## src/rtl/window_minmax_tracker_pkg.sv

```systemverilog
// Shared definitions for window_minmax_tracker: FSM state encoding and default sizing.
package minmax_pkg;

  typedef enum logic [1:0] {
    FIRST = 2'd0,
    ACCUM = 2'd1,
    HOLD  = 2'd2
  } state_e;

  localparam int DEFAULT_WIDTH   = 8;
  localparam int DEFAULT_WIN_LEN = 8;
  localparam int DEFAULT_CNT_W   = 8;

endpackage

```

## src/rtl/window_minmax_tracker_mag_compare.sv

```systemverilog
// Combinational unsigned magnitude comparator reporting a>b, a<b and a==b.
module mag_compare #(
  parameter int WIDTH = 8
) (
  input  logic [WIDTH-1:0] a,
  input  logic [WIDTH-1:0] b,
  output logic             gt,
  output logic             lt,
  output logic             eq
);

  assign gt = (a > b);
  assign lt = (a < b);
  assign eq = (a == b);

endmodule

```

## src/rtl/window_minmax_tracker.sv

```systemverilog
// Tracks max/min/all-equal over fixed windows of WIN_LEN unsigned samples.
// Optional first-occurrence index outputs are enabled with macro MINMAX_INDEX_EN.
module window_minmax_tracker
  import minmax_pkg::*;
#(
  parameter int WIDTH   = DEFAULT_WIDTH,
  parameter int WIN_LEN = DEFAULT_WIN_LEN,
  parameter int CNT_W   = DEFAULT_CNT_W
) (
  input  logic             clk,
  input  logic             rst,
  input  logic             in_valid,
  output logic             in_ready,
  input  logic [WIDTH-1:0] in_data,
  output logic             out_valid,
  input  logic             out_ready,
  output logic [WIDTH-1:0] out_max,
  output logic [WIDTH-1:0] out_min,
  output logic             out_eq_all
`ifdef MINMAX_INDEX_EN
  ,
  output logic [CNT_W-1:0] out_max_idx,
  output logic [CNT_W-1:0] out_min_idx
`endif
);

  localparam logic [CNT_W-1:0] WIN_LEN_C = CNT_W'(WIN_LEN);
  localparam logic [CNT_W-1:0] ONE_C     = CNT_W'(1);

  state_e           state_q, state_d;
  logic [CNT_W-1:0] cnt_q, cnt_d;
  logic [WIDTH-1:0] max_q, max_d;
  logic [WIDTH-1:0] min_q, min_d;
  logic             in_ready_q, in_ready_d;
  logic             out_valid_q, out_valid_d;
`ifdef MINMAX_INDEX_EN
  logic [CNT_W-1:0] max_idx_q, max_idx_d;
  logic [CNT_W-1:0] min_idx_q, min_idx_d;
`endif

  logic accept;
  logic max_gt, max_lt, max_eq;
  logic min_gt, min_lt, min_eq;
  logic unused_cmp;

  mag_compare #(.WIDTH(WIDTH)) u_cmp_max (
    .a (in_data),
    .b (max_q),
    .gt(max_gt),
    .lt(max_lt),
    .eq(max_eq)
  );

  mag_compare #(.WIDTH(WIDTH)) u_cmp_min (
    .a (in_data),
    .b (min_q),
    .gt(min_gt),
    .lt(min_lt),
    .eq(min_eq)
  );

  // Only the strict outcomes matter: equal samples never move max or min.
  assign unused_cmp = max_lt ^ max_eq ^ min_gt ^ min_eq;
  assign accept     = in_valid && in_ready_q;

  always_comb begin
    state_d     = state_q;
    cnt_d       = cnt_q;
    max_d       = max_q;
    min_d       = min_q;
    in_ready_d  = in_ready_q;
    out_valid_d = out_valid_q;
`ifdef MINMAX_INDEX_EN
    max_idx_d   = max_idx_q;
    min_idx_d   = min_idx_q;
`endif
    case (state_q)
      FIRST: begin
        if (accept) begin
          max_d = in_data;
          min_d = in_data;
          cnt_d = ONE_C;
`ifdef MINMAX_INDEX_EN
          max_idx_d = '0;
          min_idx_d = '0;
`endif
          if (WIN_LEN_C == ONE_C) begin
            state_d     = HOLD;
            in_ready_d  = 1'b0;
            out_valid_d = 1'b1;
          end else begin
            state_d = ACCUM;
          end
        end
      end
      ACCUM: begin
        if (accept) begin
          if (max_gt) begin
            max_d = in_data;
`ifdef MINMAX_INDEX_EN
            max_idx_d = cnt_q;
`endif
          end
          if (min_lt) begin
            min_d = in_data;
`ifdef MINMAX_INDEX_EN
            min_idx_d = cnt_q;
`endif
          end
          cnt_d = cnt_q + ONE_C;
          if (cnt_d == WIN_LEN_C) begin
            state_d     = HOLD;
            in_ready_d  = 1'b0;
            out_valid_d = 1'b1;
          end
        end
      end
      HOLD: begin
        if (out_ready) begin
          state_d     = FIRST;
          cnt_d       = '0;
          in_ready_d  = 1'b1;
          out_valid_d = 1'b0;
        end
      end
      default: begin
        state_d     = FIRST;
        cnt_d       = '0;
        in_ready_d  = 1'b1;
        out_valid_d = 1'b0;
      end
    endcase
  end

  always_ff @(posedge clk) begin
    if (rst) begin
      state_q     <= FIRST;
      cnt_q       <= '0;
      max_q       <= '0;
      min_q       <= '0;
      in_ready_q  <= 1'b1;
      out_valid_q <= 1'b0;
`ifdef MINMAX_INDEX_EN
      max_idx_q   <= '0;
      min_idx_q   <= '0;
`endif
    end else begin
      state_q     <= state_d;
      cnt_q       <= cnt_d;
      max_q       <= max_d;
      min_q       <= min_d;
      in_ready_q  <= in_ready_d;
      out_valid_q <= out_valid_d;
`ifdef MINMAX_INDEX_EN
      max_idx_q   <= max_idx_d;
      min_idx_q   <= min_idx_d;
`endif
    end
  end

  assign in_ready   = in_ready_q;
  assign out_valid  = out_valid_q;
  assign out_max    = max_q;
  assign out_min    = min_q;
  assign out_eq_all = out_valid_q && (max_q == min_q);
`ifdef MINMAX_INDEX_EN
  assign out_max_idx = max_idx_q;
  assign out_min_idx = min_idx_q;
`endif

endmodule

```

## config.mk

```make
export PLATFORM = sky130hd
export DESIGN_NAME = window_minmax_tracker
export DESIGN_NICKNAME = d
export VERILOG_FILES = /design/src/rtl/window_minmax_tracker_pkg.sv /design/src/rtl/window_minmax_tracker_mag_compare.sv /design/src/rtl/window_minmax_tracker.sv
export SDC_FILE = /design/constraint.sdc
export NUM_CORES = 1
export LEC_CHECK = 0
export ABC_AREA = 1
export CAP_MARGIN = 10
export CORE_UTILIZATION = 55
export CTS_CLUSTER_DIAMETER = 80
export DETAILED_ROUTE_END_ITERATION = 10
export PLACE_DENSITY = 0.84
export SLEW_MARGIN = 20
export SYNTH_ARGS = -nofsm -noshare
export SYNTH_HDL_FRONTEND = slang
export SYNTH_SLANG_ARGS = --single-unit
```

## constraint.sdc

```tcl
create_clock -name clk -period 4.55 [get_ports clk]
set_clock_uncertainty 0.15 [all_clocks]
set_input_delay 0.91 -clock clk [delete_from_list [all_inputs] [get_ports clk]]
set_output_delay 0.91 -clock clk [all_outputs]
set_load 0.005 [all_outputs]
```

==> reports/metrics.yaml <==
cells_and_area:
  layout.core_utilization_pct: 70.6
  antenna-diode-count: 0
  most-common-layout-cells: "sky130_fd_sc_hd__nand2_1, sky130_fd_sc_hd__inv_1, sky130_fd_sc_hd__a21oi_1, sky130_fd_sc_hd__clkdlybuf4s50_1, sky130_fd_sc_hd__nand3_1"
  final_cell_count_no_fill: 343
  register_area_um2: 561
  num-nets-final: 328
  nFillCells: 291
  synth_to_final_area_change_pct: 19.8
  most_common_library_cell_in_the_layout_ignoring_fill_and_taps: "sky130_fd_sc_hd__nand2_1"
  total_area_of_multi_input_combinational_cells_mm2: 0.00108
  final_layout_size_suffix_gt1_share_pct: 8.03
global_routing:
  global_route.overflow_total: 0
  grt_pass1_wl_mm: 6.50
  grt_util_all_layers_pct: 24.0
  grt_antenna_before_repair: 0
  maximum_number_of_pins_on_one_net_before_global_route_repair: 34
  grt_pass1_vias: 1485
logic_synthesis:
  syn-num-nets: 300
  post_synthesis_sequential_area_ratio_pct: 30.7
  synthesis.area_per_instance_um2: 6.72
  synthesis.instances: 272
  netlist-cell-type-count: 29
  synth_area_mm2: 0.00183
  synth.yosys.warnings: 0
  postSynthRegisterBits: 28
clock_network:
  cts_hold_buffers: 0
  clock_path_buffers: 2
  cts_htree_levels: 1
  postCtsResizedCells: 0
  cts_tree: "built"
  clk_pin_slew_worst_paths_ns: 0.15
  clk-insertion-delay-late_ns: 0.33
  numCtsBuffers: 3
  clk_root_buffer_cell: "sky130_fd_sc_hd__clkbuf_4"
  postcts_setup_bufs: 0
  cts.sinks: 28
die:
  core-area_mm2: 0.00310
  fp.dieArea_mm2: 0.00356
  initial_utilization_pct: 58.9
  die_height_um: 59.7
  boundaryPins: 31
  dieWidth_um: 59.7
  fp-row-count: 20
timing:
  worst_slew_margin_rel_pct: 56.0
  timing.setup.tns_ns: 0
  timing.final.crit_period_ns: 3.01
  fin_crit_sh_pct: 66.1
  unrepaired_setup_endpoints_after_global_routing: "no"
  final_count_of_pins_violating_max_slew: 0
  report.final.hold_viol_count: 0
  final_number_of_setup_violating_endpoints: 0
  finalWorstSetupSlack_ns: 1.54
  worst_tran_pin_value_ns: 0.658
  max_freq_ghz: 0.332
placed_design:
  dp_slack_ns: 1.50
  hpwlAfterDp_mm: 3.08
  port-buffer-count: 30
  place_congestion: 0.854
  cell_total_after_placement: 339
detailed_routing:
  postRouteWirelength_mm: 4.02
  routed_via_density: 5.24
  drcViolationCount: 0
  vias: 1799
  drtAntennaViolNets: 0
  drt_pre_antenna_iters: 5
  detailedRoute.firstIterationViolations: 84
  routedWlPerCell_um: 11.7
power:
  leakage_nw: 0.949
  combinational_power_share_pct: 35.5
  power_density_mw_per_mm2: 299
  total_switching_power_mw: 0.227
  power.share.clock_pct: 18.7
  internal_power_mw: 0.428
  power_frac_seq_pct: 45.8
  peakVddDrop_mv: 0.302
  power_switching_share_pct: 34.7
critical_path:
  critical_path_arrival_ns: 1.95
  crit_path_start_kind: "flip-flop"
  crit_path_max_fanout: 3
  endpoint_kind: "output port"
  critPathRequiredTime_ns: 3.49
  crit_type: "reg -> out"
job:
  drv_cap: 0
min_path:
  hold_path.class: "reg -> reg"
run_status:
  run_status: "finished clean"
power by group through the flow:
stage | registers, mW | logic, mW | clock network (mW)
5_1_grt | 0.303 | 0.264 | 0.132
6_report | 0.300 | 0.233 | 0.122
3_5_place_dp | 0.305 | 0.231 | 0
4_1_cts | 0.299 | 0.232 | 0.125
2_1_floorplan | 0.300 | 0.149 | 0
3_3_place_gp | 0.305 | 0.226 | 0
cell type report:
| cell class | count | area share, % |
|---|---|---|
| clock buffers | 4 | 1.66 |
| multi-input cells | 195 | 49.3 |
| well taps | 44 | 2.51 |
| inverters | 42 | 7.20 |
| flip-flops and latches | 28 | 25.6 |
| repair buffers | 30 | 13.7 |
metrics by stage:
stage | hold WS [ns] | cell area, um^2 | total power, mW
6_report | 0.349 | 2190 | 0.655
3_3_place_gp | 0.320 | 2150 | 0.531
3_5_place_dp | 0.325 | 2150 | 0.535
5_1_grt | 0.385 | 2190 | 0.700
4_1_cts | 0.354 | 2180 | 0.657
2_1_floorplan | 0.308 | 1830 | 0.449
cells in the mapped netlist:
library cell	count	area, um^2
sky130_fd_sc_hd__a21oi_1	31	155
sky130_fd_sc_hd__a21oi_2	2	17.5
sky130_fd_sc_hd__a221oi_1	3	26.3
sky130_fd_sc_hd__buf_2	3	15.0
sky130_fd_sc_hd__buf_4	2	15.0
sky130_fd_sc_hd__clkbuf_1	2	7.51
sky130_fd_sc_hd__clkinv_1	1	3.75
sky130_fd_sc_hd__dfxtp_1	28	561
sky130_fd_sc_hd__ha_1	16	200
sky130_fd_sc_hd__inv_1	35	131
sky130_fd_sc_hd__inv_2	6	22.5
sky130_fd_sc_hd__nand2_1	58	218
sky130_fd_sc_hd__nand2_2	2	12.5
sky130_fd_sc_hd__nand2_4	1	11.3
sky130_fd_sc_hd__nand3_1	29	145
sky130_fd_sc_hd__nand3_2	3	30.0
sky130_fd_sc_hd__nand4_1	2	12.5
sky130_fd_sc_hd__nor2_1	28	105
sky130_fd_sc_hd__nor2_2	3	18.8
sky130_fd_sc_hd__nor2_8	1	20.0
sky130_fd_sc_hd__nor3_1	1	5.00
sky130_fd_sc_hd__nor3_2	1	10.0
sky130_fd_sc_hd__o211ai_1	1	7.51
sky130_fd_sc_hd__o21a_1	1	7.51
sky130_fd_sc_hd__o21ai_0	4	20.0
sky130_fd_sc_hd__o21ai_1	3	15.0
sky130_fd_sc_hd__o21bai_1	1	7.51
sky130_fd_sc_hd__o22ai_1	3	18.8
sky130_fd_sc_hd__xor2_1	1	8.76
final timing paths:
path / startpoint / slack (ns) / cells after the start / to
setup / recovery: out_min[3]$_SDFFE_PP0P_ / 1.54 / 6 / out_eq_all
hold / removal: cnt_q[6]$_SDFFE_PP0P_ / 0.35 / 2 / cnt_q[6]$_SDFFE_PP0P_
setup reg to reg: out_max[7]$_SDFFE_PP0P_ / 2.39 / 11 / out_max[4]$_SDFFE_PP0P_
hold reg to reg: cnt_q[6]$_SDFFE_PP0P_ / 0.35 / 2 / cnt_q[6]$_SDFFE_PP0P_
flip-flops by register name, indices dropped and copies added (netlist names):
name / flops
in_ready: 1
out_valid: 1
cnt_q: 8
out_min: 8
state_q: 2
out_max: 8
worst max-delay path, stage by stage, from the launching register on:
cell                              delay, ns
sky130_fd_sc_hd__dfxtp_1               0.35
sky130_fd_sc_hd__inv_1                 0.12
sky130_fd_sc_hd__o22ai_1               0.09
sky130_fd_sc_hd__a221oi_1              0.25
sky130_fd_sc_hd__nand3_1               0.16
sky130_fd_sc_hd__nor2_1                0.13
sky130_fd_sc_hd__clkdlybuf4s50_1       0.51
cell families (layout without fill, tap and decap cells):
| group | count (synthesis) | after routing | share of synthesized area (%) |
|---|---|---|---|
| compound gates | 49 | 49 | 15.1 |
| buf+inv | 49 | 76 | 10.7 |
| flops | 28 | 28 | 30.7 |
| simple gates | 129 | 129 | 32.2 |
| fa+ha+maj | 16 | 16 | 11.0 |
| xor+xnor | 1 | 1 | 0.479 |
routing by layer:
layer,GRT usage (%),vias to the layer above,wire length (um)
li1,-,944,-
met3,6.06,2,271
met5,0,-,0
met1,33.7,797,1940
met2,37.8,56,1790
met4,3.65,0,16
Power figures use the tool's default switching activity.
